--- src/rtl/spi_mem_target.sv ---
// spi_mem_target: SPI mode-0 target answering READ (0x03) and WRITE (0x02)
// commands against a byte-wide synchronous memory port, with address
// auto-increment that wraps modulo 2**MEM_AW.
//
// Optional build macro: SPI_TGT_FAST_READ_EN -- accept FAST READ (0x0B), which
// inserts 8 dummy sclk cycles between the address and the first data byte.
//
// Ports:
//   clk, rst_n        system clock (>= 4x sclk), synchronous active-low reset
//   spi_cs_n          chip select, active low
//   spi_sclk          SPI clock, idle low
//   spi_mosi          serial data in, MSB first
//   spi_miso          serial data out, MSB first (holds value when not driving)
//   spi_miso_oe       miso drive enable for the shared bus
//   mem_addr          memory byte address (low MEM_AW bits of the SPI address)
//   mem_wdata         memory write data
//   mem_we            one-cycle write strobe (never asserted when READ_ONLY=1)
//   mem_re            one-cycle read strobe
//   mem_rdata         read data, valid 1 clk after mem_re
//   busy              high while synchronized chip select is low
module spi_mem_target #(
   parameter int unsigned MEM_AW    = 16,
   parameter int unsigned READ_ONLY = 0
) (
   input  logic              clk,
   input  logic              rst_n,
   input  logic              spi_cs_n,
   input  logic              spi_sclk,
   input  logic              spi_mosi,
   output logic              spi_miso,
   output logic              spi_miso_oe,
   output logic [MEM_AW-1:0] mem_addr,
   output logic [7:0]        mem_wdata,
   output logic              mem_we,
   output logic              mem_re,
   input  logic [7:0]        mem_rdata,
   output logic              busy
);

   typedef enum logic [2:0] {
      IDLE, CMD, ADDR, DUMMY, RDATA, WDATA, IGNORE
   } state_t;

   state_t state, state_nx;

   logic [1:0] cs_sync, sclk_sync, mosi_sync;
   logic       cs_s, sclk_s, mosi_s, sclk_prev, cs_prev;
   logic       sclk_rise, sclk_fall, cs_fall, last_rise;
   logic       cmd_rd, cmd_wr, fast_ok;

   logic [4:0]        bit_cnt;
   // Only the low MEM_AW address bits are kept; upper bits shift out the top.
   logic [MEM_AW-2:0] shift_in;
   logic [MEM_AW-1:0] shift_nx;
   logic [MEM_AW-1:0] addr;
   logic [7:0]        tx_sr, byte_cur, wdata_r;
   logic              rd_flag, fast_flag, re_r, cap_pend, wr_step, oe_r, miso_r;

   // Input synchronizers and edge detectors
   always_ff @(posedge clk) begin
      if (!rst_n) begin
         cs_sync   <= '1;
         sclk_sync <= '0;
         mosi_sync <= '0;
         sclk_prev <= 1'b0;
         cs_prev   <= 1'b1;
      end else begin
         cs_sync   <= {cs_sync[0], spi_cs_n};
         sclk_sync <= {sclk_sync[0], spi_sclk};
         mosi_sync <= {mosi_sync[0], spi_mosi};
         sclk_prev <= sclk_sync[1];
         cs_prev   <= cs_sync[1];
      end
   end

   assign cs_s      = cs_sync[1];
   assign sclk_s    = sclk_sync[1];
   assign mosi_s    = mosi_sync[1];
   assign sclk_rise = sclk_s & ~sclk_prev & ~cs_s;
   assign sclk_fall = ~sclk_s & sclk_prev & ~cs_s;
   assign cs_fall   = cs_prev & ~cs_s;
   assign shift_nx  = {shift_in, mosi_s};
   assign last_rise = sclk_rise & ((state == ADDR) ? (bit_cnt == 5'd23) : (bit_cnt == 5'd7));
   assign cmd_rd    = (shift_nx[7:0] == 8'h03);
   assign cmd_wr    = (shift_nx[7:0] == 8'h02);
`ifdef SPI_TGT_FAST_READ_EN
   assign fast_ok   = (shift_nx[7:0] == 8'h0B);
`else
   assign fast_ok   = 1'b0;
`endif

   // A fetched byte may land in the same cycle as the fall that needs its MSB.
   assign byte_cur = cap_pend ? mem_rdata : tx_sr;

   // State register
   always_ff @(posedge clk) begin
      if (!rst_n) state <= IDLE;
      else        state <= state_nx;
   end

   // Next-state logic
   always_comb begin
      state_nx = state;
      if (cs_s) begin
         state_nx = IDLE;
      end else begin
         case (state)
            IDLE:  if (cs_fall) state_nx = CMD;
            CMD:   if (last_rise) state_nx = (cmd_rd | cmd_wr | fast_ok) ? ADDR : IGNORE;
            ADDR:  if (last_rise) state_nx = fast_flag ? DUMMY : (rd_flag ? RDATA : WDATA);
            DUMMY: if (last_rise) state_nx = RDATA;
            default: ;
         endcase
      end
   end

   // Datapath: shifting, address, memory strobes, transmit register
   always_ff @(posedge clk) begin
      if (!rst_n) begin
         bit_cnt   <= '0;
         shift_in  <= '0;
         addr      <= '0;
         tx_sr     <= '0;
         wdata_r   <= '0;
         rd_flag   <= 1'b0;
         fast_flag <= 1'b0;
         re_r      <= 1'b0;
         cap_pend  <= 1'b0;
         wr_step   <= 1'b0;
         oe_r      <= 1'b0;
         miso_r    <= 1'b0;
      end else begin
         re_r     <= 1'b0;
         wr_step  <= 1'b0;
         cap_pend <= re_r;
         if (cs_s) begin
            // Deselect drops partial bytes and any read still in flight.
            bit_cnt  <= '0;
            oe_r     <= 1'b0;
            cap_pend <= 1'b0;
         end else begin
            if (state == IDLE)  bit_cnt <= '0;
            else if (sclk_rise) bit_cnt <= last_rise ? 5'd0 : bit_cnt + 5'd1;

            if (sclk_rise) shift_in <= shift_nx[MEM_AW-2:0];

            if (state == CMD && last_rise) begin
               rd_flag   <= cmd_rd | fast_ok;
               fast_flag <= fast_ok;
            end

            if (state == ADDR && last_rise) begin
               addr <= shift_nx;
               re_r <= rd_flag;
            end

            if (state == RDATA && sclk_fall) begin
               oe_r   <= 1'b1;
               miso_r <= byte_cur[7];
               tx_sr  <= {byte_cur[6:0], 1'b0};
            end else if (cap_pend) begin
               tx_sr <= mem_rdata;
            end

            if (state == RDATA && last_rise) begin
               addr <= addr + MEM_AW'(1);
               re_r <= 1'b1;
            end

            if (state == WDATA && last_rise) begin
               wdata_r <= shift_nx[7:0];
               wr_step <= 1'b1;
            end

            // Write strobe goes out at the current address; step afterwards.
            if (wr_step) addr <= addr + MEM_AW'(1);
         end
      end
   end

   // Outputs
   always_comb begin
      spi_miso    = miso_r;
      spi_miso_oe = oe_r;
      mem_addr    = addr;
      mem_wdata   = wdata_r;
      mem_we      = wr_step && (READ_ONLY == 0);
      mem_re      = re_r;
      busy        = ~cs_s;
   end

endmodule

--- config.mk ---
export PLATFORM = sky130hd
export DESIGN_NAME = spi_mem_target
export DESIGN_NICKNAME = d
export VERILOG_FILES = /design/src/rtl/spi_mem_target.sv
export SDC_FILE = /design/constraint.sdc
export NUM_CORES = 1
export LEC_CHECK = 0
export BUFFER_PORTS_ARGS = -buffer_cell sky130_fd_sc_hd__buf_2
export CAP_MARGIN = 20
export CORE_ASPECT_RATIO = 0.8
export CORE_MARGIN = 10
export CORE_UTILIZATION = 52
export DETAILED_ROUTE_END_ITERATION = 6
export PLACE_DENSITY = 0.76
export SYNTH_ARGS = -nofsm -noshare
export SYNTH_HDL_FRONTEND = slang
export SYNTH_SLANG_ARGS = --single-unit
--- constraint.sdc ---
create_clock -name clk -period 1.8 [get_ports clk]
set_input_delay 0 -clock clk [delete_from_list [all_inputs] [get_ports clk]]
set_output_delay 0 -clock clk [all_outputs]
set_load 0.02 [all_outputs]
* Word level (Yosys, flattened, before mapping)
Cells that the tools add are included.
Word-level totals: register bits 69, latch bits 0, bits in writable memories 0, bits in read-only memories 0, word-level logic and storage cells 76, memories 0
Operators by class: add/sub/neg operators 2, multipliers 0, divide/modulo/power cells 0, magnitude comparators 0, equal/unequal tests 13, shift operators 0, mux-type cells 17, bitwise logic cells 11, reduce and logical (&&, ||, !) cells 16
Operators with widths (number):
- 16-bit two-way mux | 3
- 16-bit by 1-bit adder with 16-bit output, second input constant | 1
- 8-bit by 2-bit == test with 1-bit output, second input constant | 2
- 8-bit two-way mux | 2
- 3-bit two-way mux | 5
- 3-bit one-hot mux with 4 select lines | 1
- 2-bit AND reduction | 5
- 2-bit != test, second input constant | 4
- 1-bit bitwise AND | 6
- 3-bit by 2-bit == test with 1-bit output, second input constant | 2
- 3-bit == test, second input constant | 2
- 5-bit by 1-bit adder with 5-bit output, second input constant | 1
- 5-bit by 3-bit == test with 1-bit output, second input constant | 1
- 5-bit == test, second input constant | 1
- 1-bit logical AND | 5
- 1-bit two-way mux | 5
- 5-bit two-way mux | 1
- 5-bit AND reduction | 1
- 1-bit NOT | 4
- 4-bit nonzero test | 1
- 3-bit by 1-bit == test with 1-bit output, second input constant | 1
- 3-bit zero test | 1
- 3-bit nonzero test | 1
- 3-bit OR reduction | 1
- other kinds (2) | 2

* Depth between registers and ports, before layout
depth after elaboration 8, mapped depth 7, mapped depth without buffers 6

* Worst setup path after synthesis
OpenSTA, ideal clock, no wires.
path kind reg2reg, start register bit_cnt[0], end register addr[7], in the netlist mem_addr[7], arrival 1.616 ns, path slack 0.058 ns, cell stages (with the launch flop) 8, clock period less this slack 1.742 ns, cells stage by stage dfxtp_1 -> ha_1 -> and4bb_2 -> o211ai_1 -> a21oi_2 -> buf_4 -> a21boi_0 -> o22ai_1
Between the ends: cells in the longest elaborated chain, start to end 6, elaborated cells on any way between the ends 10, those cells by class 2 x eq/ne; 3 x mux; 1 x bitwise; 4 x reduce/logical
RTL lines:
- start, declared | line 51 | logic [4:0] bit_cnt;
- start signal, assigned | line 143 | else if (sclk_rise) bit_cnt <= last_rise ? 5'd0 : bit_cnt + 5'd1;
- 5-bit by 3-bit == test with 1-bit output / 5-bit == test (equally long branches) | line 83 | assign last_rise = sclk_rise & ((state == ADDR) ? (bit_cnt == 5'd23) : (bit_cnt == 5'd7));
- 1-bit two-way mux (*) | line 83
- 1-bit bitwise AND (*) | line 83
- 1-bit logical AND (on tied branches) | line 152, 165
- 3-bit nonzero test (no line) / 16-bit two-way mux (equally long branches)
- 2-bit AND reduction (no line) / 16-bit two-way mux (equally long branches)
- end signal, assigned | line 153 | addr <= shift_nx;
- end signal, assigned | line 166 | addr <= addr + MEM_AW'(1);
- end signal, assigned | line 176 | if (wr_step) addr <= addr + MEM_AW'(1);
- end, declared | line 55 | logic [MEM_AW-1:0] addr;
Every way passes the cells marked *; elsewhere a longest branch is shown, timed or not. A chain may end at the register's enable or synchronous reset.

* Final worst setup path
start register bit_cnt[0], end register addr[3], in the netlist mem_addr[3]
Same word-level chain as after synthesis.

==> report_table.html <==
<table>
<tr><th>Metric</th><th>Value</th></tr>
<tr><th colspan="2">Synthesis</th></tr>
<tr><td>Number of unique standard cell types used by synthesis</td><td>52</td></tr>
<tr><td>Most repeated cell in the gate-level netlist after synthesis</td><td>sky130_fd_sc_hd__nand2_1</td></tr>
<tr><td>Number of nets in the synthesized netlist</td><td>395</td></tr>
<tr><td>Portion of synthesized cell area occupied by the leading cell type</td><td>a little over two fifths</td></tr>
<tr><td>Top flip-flop cell by instance count after synthesis</td><td>sky130_fd_sc_hd__dfxtp_1</td></tr>
<tr><td>Cell types with the highest counts after synthesis</td><td>72 x sky130_fd_sc_hd__nand2_1, 69 x sky130_fd_sc_hd__dfxtp_1, 24 x sky130_fd_sc_hd__o21ai_0</td></tr>
<tr><td>Sequential element share of the synthesized area</td><td>between 40% and 50%</td></tr>
<tr><td>#FFs+latches synth</td><td>between 60 and 70</td></tr>
<tr><td>Number of enable-type register cells in the synthesized netlist</td><td>0</td></tr>
<tr><td>Top area cells in the synthesized netlist</td><td>sky130_fd_sc_hd__dfxtp_1 42%, sky130_fd_sc_hd__nand2_1 8.3%, sky130_fd_sc_hd__a21boi_0 4.8%</td></tr>
<tr><td>Number of standard cells after synthesis</td><td>380</td></tr>
<tr><td>Yosys Warn Count</td><td>0</td></tr>
<tr><td>Post-synthesis cell area</td><td>around 3300 sq um</td></tr>
<tr><td>Synthesized area per cell</td><td>about 8.6 sq um</td></tr>
<tr><td>Async set-reset flop share out of synthesis</td><td>0%</td></tr>
<tr><td>Leading area contributor after synthesis</td><td>sky130_fd_sc_hd__dfxtp_1</td></tr>
<tr><th colspan="2">Floorplan</th></tr>
<tr><td>Die Outline Area</td><td>just under 10000 sq um</td></tr>
<tr><td>Die span in y</td><td>~91 um</td></tr>
<tr><td>Row cnt</td><td>25</td></tr>
<tr><td>X dimension of the die</td><td>108.5 um</td></tr>
<tr><td>Core ar.</td><td>roughly 6000 sq um</td></tr>
<tr><td>Starting Density</td><td>between 50 and 60%</td></tr>
<tr><td>I/O pin cnt</td><td>42</td></tr>
<tr><th colspan="2">Global route</th></tr>
<tr><td>Wire length of the first global-routing pass</td><td>approximately 13000 um</td></tr>
<tr><td>Largest net degree at the start of global routing</td><td>29</td></tr>
<tr><td>Gr ovfl total</td><td>0</td></tr>
<tr><td>Grt met3 use</td><td>5.635%</td></tr>
<tr><td>Met1 capacity usage during global routing</td><td>about a fifth</td></tr>
<tr><td>Highest-utilization routing layer at the global route stage</td><td>met2</td></tr>
<tr><td>Number of global-route vias before repair</td><td>2781</td></tr>
<tr><td>Global-route usage over all layers</td><td>16.01%</td></tr>
<tr><td>Met2 GRT Util</td><td>24.30%</td></tr>
<tr><td>Number of antenna violations at the first check in global routing</td><td>0</td></tr>
<tr><th colspan="2">Critical path</th></tr>
<tr><td>Crit path DAT</td><td>roughly 2.0 ns</td></tr>
<tr><td>Crit path launch type</td><td>flip-flop</td></tr>
<tr><td>Required time at the worst-slack endpoint</td><td>about 2.1 ns</td></tr>
<tr><td>List of cells traversed by the critical path</td><td>ha_1, and4bb_2, o211ai_1, a21oi_4, clkbuf_16, nand2_4, o22ai_1</td></tr>
<tr><td>Largest delay share family, worst path</td><td>compound AO/OA/AOI/OAI gates</td></tr>
<tr><td>Number of buffers and inverters on the critical path</td><td>1</td></tr>
<tr><td>Crit. End Element</td><td>flip-flop</td></tr>
<tr><td>Critical-path cell with the highest stage delay</td><td>sky130_fd_sc_hd__dfxtp_2</td></tr>
<tr><td>Longest individual stage delay on the worst path</td><td>approximately 0.35 ns</td></tr>
<tr><td>Slack of the worst reg-to-reg path</td><td>0.07 ns</td></tr>
<tr><td>Worst Path Class, Setup</td><td>reg2reg</td></tr>
<tr><td>Max FO, Critical Path</td><td>9</td></tr>
<tr><th colspan="2">Route</th></tr>
<tr><td>Wire length per cell</td><td>roughly 15 um</td></tr>
<tr><td>Routed wire length</td><td>about 8000 um</td></tr>
<tr><td>Length of the first detailed-routing pass in iterations</td><td>4</td></tr>
<tr><td>Post-route DRC violation count</td><td>0</td></tr>
<tr><td>Initial DRC count</td><td>between 100 and 150</td></tr>
<tr><td>Number of vias per cell</td><td>roughly 5.6</td></tr>
<tr><td>Routed vias</td><td>roughly 3000</td></tr>
<tr><td>Routed Antenna Nets</td><td>0</td></tr>
<tr><th colspan="2">STA</th></tr>
<tr><td>Setup total negative slack</td><td>0 ns</td></tr>
<tr><td>Fin crit share</td><td>95.97%</td></tr>
<tr><td>RSZ-0062 raised after global routing</td><td>true</td></tr>
<tr><td>Final Setup Violations</td><td>0</td></tr>
<tr><td>Slew @ Worst Pin</td><td>0.4170 ns</td></tr>
<tr><td>Crit path time final</td><td>1.727 ns</td></tr>
<tr><td>Headroom to the max-slew limit</td><td>between 70% and 80%</td></tr>
<tr><td>Final critical-path setup slack</td><td>slightly above 0.07 ns</td></tr>
<tr><td>Number of hold violations in the final report</td><td>0</td></tr>
<tr><td>Fmax achieved</td><td>~0.58 GHz</td></tr>
<tr><td>Post-route clock skew</td><td>approximately 0.0071 ns</td></tr>
<tr><td>Max-slew violation count</td><td>0</td></tr>
<tr><th colspan="2">Cells and area</th></tr>
<tr><td># diodes</td><td>0</td></tr>
<tr><td>Final cell utilization of the core</td><td>approximately two thirds</td></tr>
<tr><td>Non-filler instance count after layout</td><td>~530</td></tr>
<tr><td>Fraction of layout instances using a drive strength above 1</td><td>between 20% and 30%</td></tr>
<tr><td>Area growth from synthesis to layout</td><td>24.73%</td></tr>
<tr><td>Post-layout net count</td><td>about 460</td></tr>
<tr><th colspan="2">Flow run</th></tr>
<tr><td>Max-cap violations</td><td>0</td></tr>
<tr><th colspan="2">Power</th></tr>
<tr><td>Pwr Density</td><td>between 700 and 800 nW/um^2</td></tr>
<tr><td>Leakage component of the power</td><td>between 1.5 and 2 nW</td></tr>
<tr><td>VDD IR max</td><td>approximately 450 uV</td></tr>
<tr><td>Pwr Total</td><td>about 0.0032 W</td></tr>
<tr><th colspan="2">Clock tree</th></tr>
<tr><td>Clock slew at reported path FFs</td><td>around 0.080 ns</td></tr>
<tr><td>CTS Buffer Depth</td><td>2</td></tr>
<tr><td>Root buffer selected by CTS</td><td>sky130_fd_sc_hd__clkbuf_8</td></tr>
<tr><td>CTS H-tree depth</td><td>3</td></tr>
<tr><td>TritonCTS clock tree</td><td>built</td></tr>
<tr><td>Sinks on Clock Net</td><td>69</td></tr>
<tr><td>Clock buffers created by TritonCTS</td><td>9</td></tr>
<tr><td>Insertion delay of the later-clocked pin in the worst-skew pair</td><td>between 0.3 and 0.4 ns</td></tr>
<tr><th colspan="2">Placed design</th></tr>
<tr><td>Setup slack after placement</td><td>approximately 0.052 ns</td></tr>
<tr><td>DPL Wire Length</td><td>~5500 um</td></tr>
<tr><td>Port-buffer cells</td><td>between 40 and 50</td></tr>
<tr><td>Final GP Congestion</td><td>roughly 0.88</td></tr>
<tr><td>Number of instances in the placed design</td><td>504</td></tr>
<tr><th colspan="2">Status</th></tr>
<tr><td>Run status</td><td>finished, final reports clean</td></tr>
<tr><th colspan="2">Min path</th></tr>
<tr><td>Min-delay worst type</td><td>in2reg</td></tr>
</table>
## cell families after synthesis
| group | share of synthesized area, % |
|---|---|
| DFF | 42.40 |
| buffers and inverters | 4.647 |
| xor gates and xnor gates | 1.075 |
| adders and majority gates | 0.7679 |
| AOI/OAI and AO/OA | 17.97 |
| and+or+nand+nor | 27.76 |
| muxes | 5.376 |
## final cells by class
cell class                 instances  area (sq um)
clock inverter                     7         121.4
timing repair buffer              76         554.3
clock buffer                       9         123.9
fill                             479          1942
sequential                        69          1388
multi-input combinational        281          1753
inverter                           6         22.52
tap                               81         101.3
## layout by cell type, fill, tap and decap left out, types with 2 or more instances in the layout
master	instances
sky130_fd_sc_hd__bufinv_16	3
sky130_fd_sc_hd__o22ai_1	6
sky130_fd_sc_hd__buf_2	41
sky130_fd_sc_hd__mux4_2	6
sky130_fd_sc_hd__nand2_1	72
sky130_fd_sc_hd__nand3_1	23
sky130_fd_sc_hd__inv_6	2
sky130_fd_sc_hd__and3_1	2
sky130_fd_sc_hd__nor3_1	14
sky130_fd_sc_hd__dfxtp_2	5
sky130_fd_sc_hd__a21boi_0	19
sky130_fd_sc_hd__clkbuf_16	2
sky130_fd_sc_hd__nor4_1	4
sky130_fd_sc_hd__nor3b_1	2
sky130_fd_sc_hd__nor2_1	19
sky130_fd_sc_hd__a21boi_1	3
sky130_fd_sc_hd__o21ai_0	24
sky130_fd_sc_hd__mux2i_1	4
sky130_fd_sc_hd__buf_12	3
sky130_fd_sc_hd__or2_2	2
sky130_fd_sc_hd__and4_1	2
sky130_fd_sc_hd__nand4_2	2
sky130_fd_sc_hd__clkbuf_8	9
sky130_fd_sc_hd__xor2_1	3
sky130_fd_sc_hd__inv_1	6
sky130_fd_sc_hd__dfxtp_1	64
sky130_fd_sc_hd__dlygate4sd3_1	4
sky130_fd_sc_hd__nor2b_1	2
sky130_fd_sc_hd__ha_1	2
sky130_fd_sc_hd__a21o_1	2
sky130_fd_sc_hd__o21a_1	2
sky130_fd_sc_hd__nand4_1	7
sky130_fd_sc_hd__and2_1	7
sky130_fd_sc_hd__a21oi_1	21
sky130_fd_sc_hd__and3b_1	6
sky130_fd_sc_hd__nand2b_1	2
sky130_fd_sc_hd__buf_4	25
## path summary, 6_finish.rpt
| path | from | to | depth (start not counted) |
|---|---|---|---|
| worst min-delay path | mem_rdata[7] | spi_miso | 4 |
| worst max register to register | bit_cnt[0] | mem_addr[3] | 7 |
| worst max-delay path | bit_cnt[0] | mem_addr[3] | 7 |
| worst min register to register | cs_sync[0] | cs_sync[1] | 1 |
## sequential cells by signal (all words and copies together) (netlist names)
| name | count |
|---|---|
| mem_we | 1 |
| state | 3 |
| spi_miso | 1 |
| mem_addr | 16 |
| cs_sync | 2 |
| rd_flag | 1 |
| sclk_prev | 1 |
| shift_in | 15 |
| cs_prev | 1 |
| mem_re | 1 |
| mosi_sync | 2 |
| cap_pend | 1 |
| sclk_sync | 2 |
| tx_sr | 8 |
| spi_miso_oe | 1 |
| mem_wdata | 8 |
| bit_cnt | 5 |
## layer usage
layer	part of all wire, %	wire length (um)
met2	45	3603
met4	0.96	76
met5	0	0
met1	48	3786
met3	6.0	475
## per-stage QoR
| stage | cell area (sq um) | hold WS, ns |
|---|---|---|
| finish | 4064 | 0.06593 |
| detailed placement | 3669 | 0.1838 |
| floorplan | 3258 | 0.1015 |
| global route | 4064 | 0.07392 |
| CTS | 3954 | 0.06067 |
| global placement | 3669 | 0.1878 |
## repair_timing
item | CTS | global route
setup endpoints to repair | 0 | 23
buffers inserted | 0 | 3
hold endpoints to repair | 4 | 0
gates resized for setup | 0 | 13
hold buffers | 4 | 0
## worst min-delay path, cell delays in order
cell and delay, ns:
sky130_fd_sc_hd__buf_2 0.09, sky130_fd_sc_hd__mux2i_1 0.06, sky130_fd_sc_hd__o21ai_0 0.13, sky130_fd_sc_hd__and2_1 0.11
## power by group
part           internal (W)  switching, W
registers           0.00153    0.00000414
clock network      0.000929      0.000608
logic             0.0000390     0.0000458
total               0.00250      0.000658
Power figures use the tool's default switching activity.
